File: src/rtl/inst_loader_if.sv
// inst_loader_if: byte-stream input and instruction-memory write port of the program loader
interface inst_loader_if #(parameter int ADDR_W = 5);
    logic              rx_valid;
    logic [7:0]        rx_data;
    logic              rx_ready;
    logic              mem_we;
    logic [ADDR_W-1:0] mem_addr;
    logic [31:0]       mem_wdata;
    modport master (output rx_valid, rx_data, input rx_ready, mem_we, mem_addr, mem_wdata);
    modport slave  (input rx_valid, rx_data, output rx_ready, mem_we, mem_addr, mem_wdata);
endinterface

File: src/rtl/inst_loader.sv
// inst_loader: assembles a big-endian byte stream into instruction-memory words, holding the core in reset until done
// LOADER_CHECKSUM_EN adds a trailing XOR checksum byte with CHECK/ERR states.
module inst_loader #(
    parameter int ADDR_W = 5,
    parameter int DEPTH  = 2**ADDR_W
) (
    input  logic         clk,
    input  logic         rst_n,
    input  logic         start_i,
    inst_loader_if.slave bus,
    output logic         cpu_rst_n_o,
    output logic         busy_o,
    output logic         done_o,
    output logic         error_o
);
    localparam int CW = $clog2(DEPTH);
`ifdef LOADER_CHECKSUM_EN
    typedef enum logic [2:0] {IDLE, COUNT, DATA, WRITE, CHECK, DONE, ERR} state_t;
`else
    typedef enum logic [2:0] {IDLE, COUNT, DATA, WRITE, DONE} state_t;
`endif
    state_t            state_q, state_d;
    logic [CW-1:0]     wcnt_q, wcnt_d;
    logic [1:0]        bcnt_q, bcnt_d;
    logic [ADDR_W-1:0] addr_q, addr_d;
    logic [31:0]       wdata_q, wdata_d;
    logic              rdy, we, xfer;
`ifdef LOADER_CHECKSUM_EN
    logic [7:0]        csum_q, csum_d;
`endif
    // ready depends only on registered state, never on rx_valid
    assign rdy  = (state_q == COUNT) || (state_q == DATA)
`ifdef LOADER_CHECKSUM_EN
                || (state_q == CHECK)
`endif
                ;
    assign we   = state_q == WRITE;
    assign xfer = bus.rx_valid & rdy;
    always_ff @(posedge clk or negedge rst_n) begin
        if (!rst_n) begin
            state_q <= IDLE;
            wcnt_q  <= '0;
            bcnt_q  <= '0;
            addr_q  <= '0;
            wdata_q <= '0;
`ifdef LOADER_CHECKSUM_EN
            csum_q  <= '0;
`endif
        end else begin
            state_q <= state_d;
            wcnt_q  <= wcnt_d;
            bcnt_q  <= bcnt_d;
            addr_q  <= addr_d;
            wdata_q <= wdata_d;
`ifdef LOADER_CHECKSUM_EN
            csum_q  <= csum_d;
`endif
        end
    end
    always_comb begin
        state_d = state_q;
        wcnt_d  = wcnt_q;
        bcnt_d  = bcnt_q;
        addr_d  = addr_q;
        wdata_d = wdata_q;
`ifdef LOADER_CHECKSUM_EN
        csum_d  = csum_q;
`endif
        case (state_q)
            IDLE: if (start_i) begin
                state_d = COUNT;
`ifdef LOADER_CHECKSUM_EN
                csum_d  = '0;
`endif
            end
            COUNT: if (xfer) begin
                wcnt_d  = bus.rx_data[CW-1:0];
                addr_d  = '0;
                bcnt_d  = '0;
                state_d = DATA;
`ifdef LOADER_CHECKSUM_EN
                csum_d  = csum_q ^ bus.rx_data;
`endif
            end
            DATA: if (xfer) begin
                wdata_d = {wdata_q[23:0], bus.rx_data};
                bcnt_d  = bcnt_q + 2'd1;
                state_d = (bcnt_q == 2'd3) ? WRITE : DATA;
`ifdef LOADER_CHECKSUM_EN
                csum_d  = csum_q ^ bus.rx_data;
`endif
            end
            WRITE: if (wcnt_q == '0) begin
`ifdef LOADER_CHECKSUM_EN
                state_d = CHECK;
`else
                state_d = DONE;
`endif
            end else begin
                wcnt_d  = wcnt_q - 1'b1;
                addr_d  = addr_q + 1'b1;
                state_d = DATA;
            end
`ifdef LOADER_CHECKSUM_EN
            CHECK: if (xfer) state_d = (bus.rx_data == csum_q) ? DONE : ERR;
            DONE, ERR: if (start_i) begin
                state_d = COUNT;
                csum_d  = '0;
            end
`else
            DONE: if (start_i) state_d = COUNT;
`endif
            default: state_d = IDLE;
        endcase
    end
    assign bus.rx_ready  = rdy;
    assign bus.mem_we    = we;
    assign bus.mem_addr  = addr_q;
    assign bus.mem_wdata = wdata_q;
    assign cpu_rst_n_o   = state_q == DONE;
    assign busy_o        = rdy | we;
    assign done_o        = state_q == DONE;
`ifdef LOADER_CHECKSUM_EN
    assign error_o       = state_q == ERR;
`else
    assign error_o       = 1'b0;
`endif
endmodule
File: src/flat_wrapper.sv
// flat-port wrapper written by rule: the top's interface ports become plain ports
module inst_loader_flat 
#(
    parameter int ADDR_W = 5,
    parameter int DEPTH  = 2**ADDR_W
)
  (clk, rst_n, start_i, cpu_rst_n_o, busy_o, done_o, error_o, bus_rx_valid, bus_rx_data, bus_rx_ready, bus_mem_we, bus_mem_addr, bus_mem_wdata);
  inst_loader_if #(.ADDR_W(ADDR_W)) bus_i ();
  input  logic clk;
  input  logic rst_n;
  input  logic start_i;
  output logic cpu_rst_n_o;
  output logic busy_o;
  output logic done_o;
  output logic error_o;
  input wire logic [$bits(bus_i.rx_valid)-1:0] bus_rx_valid;
  input wire logic [$bits(bus_i.rx_data)-1:0] bus_rx_data;
  output wire logic [$bits(bus_i.rx_ready)-1:0] bus_rx_ready;
  output wire logic [$bits(bus_i.mem_we)-1:0] bus_mem_we;
  output wire logic [$bits(bus_i.mem_addr)-1:0] bus_mem_addr;
  output wire logic [$bits(bus_i.mem_wdata)-1:0] bus_mem_wdata;
  assign bus_i.rx_valid = bus_rx_valid;
  assign bus_i.rx_data = bus_rx_data;
  assign bus_rx_ready = bus_i.rx_ready;
  assign bus_mem_we = bus_i.mem_we;
  assign bus_mem_addr = bus_i.mem_addr;
  assign bus_mem_wdata = bus_i.mem_wdata;
  inst_loader #(.ADDR_W(ADDR_W), .DEPTH(DEPTH)) u_core (.clk(clk), .rst_n(rst_n), .start_i(start_i), .bus(bus_i), .cpu_rst_n_o(cpu_rst_n_o), .busy_o(busy_o), .done_o(done_o), .error_o(error_o));
endmodule
File: config.mk
export PLATFORM = sky130hd
export DESIGN_NAME = inst_loader_flat
export DESIGN_NICKNAME = d
export VERILOG_FILES = /design/src/rtl/inst_loader_if.sv /design/src/rtl/inst_loader.sv /design/src/flat_wrapper.sv
export SDC_FILE = /design/constraint.sdc
export NUM_CORES = 1
export LEC_CHECK = 0
export ABC_AREA = 1
export CAP_MARGIN = 5
export CORE_MARGIN = 10
export CORE_UTILIZATION = 62
export CTS_CLUSTER_SIZE = 10
export DETAILED_ROUTE_END_ITERATION = 8
export DONT_BUFFER_PORTS = 1
export PLACE_DENSITY = 0.88
export SYNTH_ARGS = -nofsm -noshare
export SYNTH_HDL_FRONTEND = slang
export SYNTH_SLANG_ARGS = --single-unit
File: constraint.sdc
create_clock -name clk -period 1.75 [get_ports clk]
set_input_delay 0.2625 -clock clk [delete_from_list [all_inputs] [get_ports clk]]
set_output_delay 0.2625 -clock clk [all_outputs]
set_load 0.01 [all_outputs]
### After elaboration in Yosys (flattened, before gate mapping)

Index checks and enable logic that the tools add are counted.

| word-level totals | value |
|---|---|
| output and inout bits | 43 |
| input port bits | 12 |
| register bits | 47 |
| logic and storage cells | 44 |

| cells by class | value |
|---|---|
| eq/ne operators | 9 |
| reduce and logical (&&, ||, !) cells | 10 |
| bitwise logic cells | 2 |
| add/subtract/negate cells | 3 |
| muxes and demuxes | 15 |

Operator list:

| cell | count |
|---|---|
| $mux W5 | 4 |
| $pmux W5 S2 | 2 |
| $mux W3 | 4 |
| $pmux W3 S4 | 1 |
| $reduce_and A3 Y1 | 3 |
| $eq A3 B2 Y1 const B | 2 |
| $ne A2 B1 Y1 const B | 3 |
| $add A5 B1 Y5 const B | 1 |
| $logic_not A5 Y1 | 1 |
| $sub A5 B1 Y5 const B | 1 |
| $mux W2 | 2 |
| $pmux W2 S2 | 1 |
| $reduce_bool A2 Y1 | 2 |
| $eq A3 B1 Y1 const B | 1 |
| $eq A3 B3 Y1 const B | 1 |
| $logic_not A3 Y1 | 1 |
| $add A2 B1 Y2 const B | 1 |
| $eq A2 B2 Y1 const B | 1 |
| $ne A2 B2 Y1 const B | 1 |
| $reduce_and A2 Y1 | 1 |
| $reduce_or A2 Y1 | 1 |
| $and A1 B1 Y1 | 1 |
| $logic_or A1 B1 Y1 | 1 |
| $mux W1 | 1 |
| $or A1 B1 Y1 | 1 |

### Depth between registers and ports, before layout

| logic depth | value |
|---|---|
| word-level depth | 5 |
| mapped depth | 8 |
| mapped depth without buffers | 8 |

### Worst setup path after synthesis

No wires, ideal clock.

| timing path | value |
|---|---|
| path kind | register to register |
| start point | register u_core.wcnt_q[0] |
| end point | register u_core.state_q[1] |
| period minus slack after synthesis | 1.252 ns |
| data arrival time | 1.135 ns |
| path buffers | 1 |
| stages on the path, launching flop included | 9 |
| path slack | 0.498 ns |
| path through | dfrtp_1 inv_1 ha_1 nand3_1 nand2_2 buf_6 nand2_2 nand3_2 nand2_1 |

| between the ends | value |
|---|---|
| longest elaborated chain between the ends | 3 |

Ends and longest elaborated chain:

| element | line | RTL |
|---|---|---|
| start: declaration | inst_loader.sv:23 | `logic [CW-1:0] wcnt_q, wcnt_d;` |
| start signal: assignment | inst_loader.sv:51 | `wcnt_q <= wcnt_d;` |
| $logic_not A5 Y1 | inst_loader.sv:93 | `WRITE: if (wcnt_q == '0) begin` |
| $mux W3 | inst_loader.sv:93 |  |
| $pmux W3 S4 | inst_loader.sv:69 | `case (state_q)` |
| end signal: assignment | inst_loader.sv:50 | `state_q <= state_d;` |
| end: declaration | inst_loader.sv:22 | `state_t state_q, state_d;` |

Every way passes these cells.
A chain may end at the register's enable or synchronous reset.

### Final worst setup path

| timing path | value |
|---|---|
| start point | register u_core.state_q[1] |
| end point | output bus_rx_ready |

| between the ends | value |
|---|---|
| longest elaborated chain between the ends | 2 |
| elaborated cells on any way between the ends | 3 |

Ends and longest elaborated chain:

| element | line | RTL |
|---|---|---|
| $eq A3 B1 Y1 / $eq A3 B2 Y1 (equally long branches) | inst_loader.sv:32 | `assign rdy = (state_q == COUNT) \|\| (state_q == DATA)` |
| $logic_or A1 B1 Y1 (*) | inst_loader.sv:32 |  |
| end: declaration | flat_wrapper.sv:18 | `output wire logic [$bits(bus_i.rx_ready)-1:0] bus_rx_ready;` |

Every way passes the cells marked *; elsewhere a longest branch is shown, timed or not.

==> metrics <==
layout net count 275; IO Count 55; Startpoint Class flip-flop; Inserted Clock Buffers 5; DRC viols 0; adder-cell area share of the yosys netlist 0.0176; Die Y 78.6 µm; CP required 1490 ps; Seq cells post-synth 47; Die Width 78.6 µm; met3 Usage GRT 0.0809; synthesized area 2130 µm²; worst hold path type in2reg; commonest cells after routing, fill and taps aside 95 x nand2_1, 47 x dfrtp_1, 23 x inv_1; final hold viol count 0; drt via density 5.21; Max-Cap Viols 0; CTS tree done; total global routing overflow 0; hold buffers post-CTS 4; number of global-route vias before repair 1481; slowest stage cell, crit path dfrtp_1; RSZ-0062 raised after global routing no; WL final 4650 µm; Ys Warns 0; PostCTS Resize Cnt 0; clock-pin slew on the worst setup and hold paths 120 ps; number of cell rows 21; DRT Pass-1 Iters 4; Setup violations, final 0; worst path arrival time 1350 ps; Avg Cell Area, Syn 8.45 µm²; ANT cells 0; outcome complete, no violations; Max Root-Sink Buffers 2; Max VDD drop 0.962 mV; Post-Syn Nets 267; crit-path most repeated cell nor2_1; Post-CTS Setup Bufs 0; first-pass GRT wire length 7600 µm; drt initial violations 150; # fillers 269; Setup crit end kind output pin; Post-DRT Antenna Nets 0; met2 global-route usage 0.243; unique cell type count in the Yosys netlist 22; Cell Area, Placed 2140 µm²; root buf cell clkbuf_4; xor and xnor fraction of the mapped netlist area 0.00411; synth-to-layout area growth 8.46%; largest family of logic cells by synthesized area simple AND/OR/NAND/NOR gates; overall routing resource usage 0.154; Starting Density 0.638; DR vias 1601; CP Cell Sequence nor2_1 -> nor2_1 -> nand2_1 -> inv_1; CP peak stage delay 450 ps; Finished Cell Area 2310 µm²; Final Wtd Congestion 0.865; Clock H-tree levels 2; f_max 620 MHz; period utilization 0.922; total core area 3340 µm²; met1 Use GR 0.178; clk_lat worst skew 370 ps; Leak 0.00122 µW; PwrDens 1770 nW/µm²; clock skew 15.6 ps; busiest grt layer met2; fin. max-slew vios 0; Setup Crit Path Kind reg2out; setup_tns 0 ps; HPWL Detailed 3290 µm; most common cell after layout, fill and taps aside nand2_1; clock sinks 47; number of buffers added on ports 0; drt wl/cell 15.2 µm; sequential share of the synthesized area 0.552; DIE AREA 6180 µm²; Post-Synth Simple-Gate Area 0.274; initial antenna violation count 0; Tmin final 1610 ps; share of cells above drive strength 1 0.0958; proportion of synthesized area in mux cells 0; Mapped Cells 252; Compound-Gate Fraction of Synth Area 0.0705; Hold Slack 27.7 ps; CP max FO 4; pin count of the biggest net entering global routing 48
-- where the power goes --
part	total (µW)	internal [µW]	switching, µW
logic	1350	469	884
clock network	656	301	355
registers	2070	1510	563
total	4080	2280	1800
-- stage by stage --
stage,util,total power (µW),setup WS (ps),std cells
6_report,0.692,4080,137,307
5_1_grt,0.692,4450,1.50,307
4_1_cts,0.683,4110,110,304
3_5_place_dp,0.642,3420,223,292
3_3_place_gp,0.642,3350,281,292
2_1_floorplan,-,3080,498,252
-- flip-flops by register name, indices dropped and copies added (netlist names) --
register / cells
u_core.state_q: 3
u_core.bus.mem_addr: 5
u_core.bcnt_q: 2
u_core.bus.mem_wdata: 32
u_core.wcnt_q: 5
-- cells by family after synthesis --
family          count (synthesis)
compound gates                 30
xor+xnor                        1
fa+ha+maj                       3
buf+inv                        35
flops                          47
other cells                     1
simple gates                  135
-- final cells by class --
type / instances / area [µm²] / share of cell area
inverters: 26 / 100 / 0.0433
clock inverters: 3 / 43.8 / 0.0190
well taps: 46 / 57.6 / 0.0249
multi-input cells: 170 / 785 / 0.340
clock buffers: 5 / 37.5 / 0.0163
repair buffers: 10 / 110 / 0.0477
flip-flops and latches: 47 / 1180 / 0.509
-- cell usage after synthesis (all sizes together) --
cell / n / share of area
conb: 1 / 0.0018
dfrtp: 47 / 0.55
xor2: 1 / 0.0041
nand4: 3 / 0.012
nand3: 21 / 0.054
ha: 3 / 0.018
nor2: 11 / 0.026
inv: 26 / 0.047
buf: 9 / 0.032
or2: 1 / 0.0029
a21oi: 2 / 0.0047
o21ai: 28 / 0.066
nand2: 99 / 0.18
-- worst max-delay path, delay by kind of cell, from the launching register on --
kind                   cells  cell delay (ps)
AND/OR/NAND/NOR            3              410
flip-flops                 1              450
buffers and inverters      1              140
-- final timing paths --
path | from | endpoint | slack (ps) | depth (start not counted)
max | u_core.state_q[1] | bus_rx_ready | 140 | 4
max reg2reg | u_core.wcnt_q[0] | u_core.bus.mem_addr[3] | 190 | 7
min reg2reg | u_core.bcnt_q[0] | u_core.bcnt_q[0] | 510 | 1
min in group asynchronous | rst_n | u_core.bus.mem_wdata[19] | 380 | 2
min | bus_rx_data[1] | u_core.bus.mem_wdata[1] | 30 | 2
max in group asynchronous | rst_n | u_core.bus.mem_wdata[1] | 1140 | 2
-- layer usage --
metal	wire length [µm]	part of all wire
met4	57	0.012
met3	477	0.10
met1	1830	0.39
met2	2290	0.49
met5	0	0
Note: power is estimated with default switching activity, not from simulation.
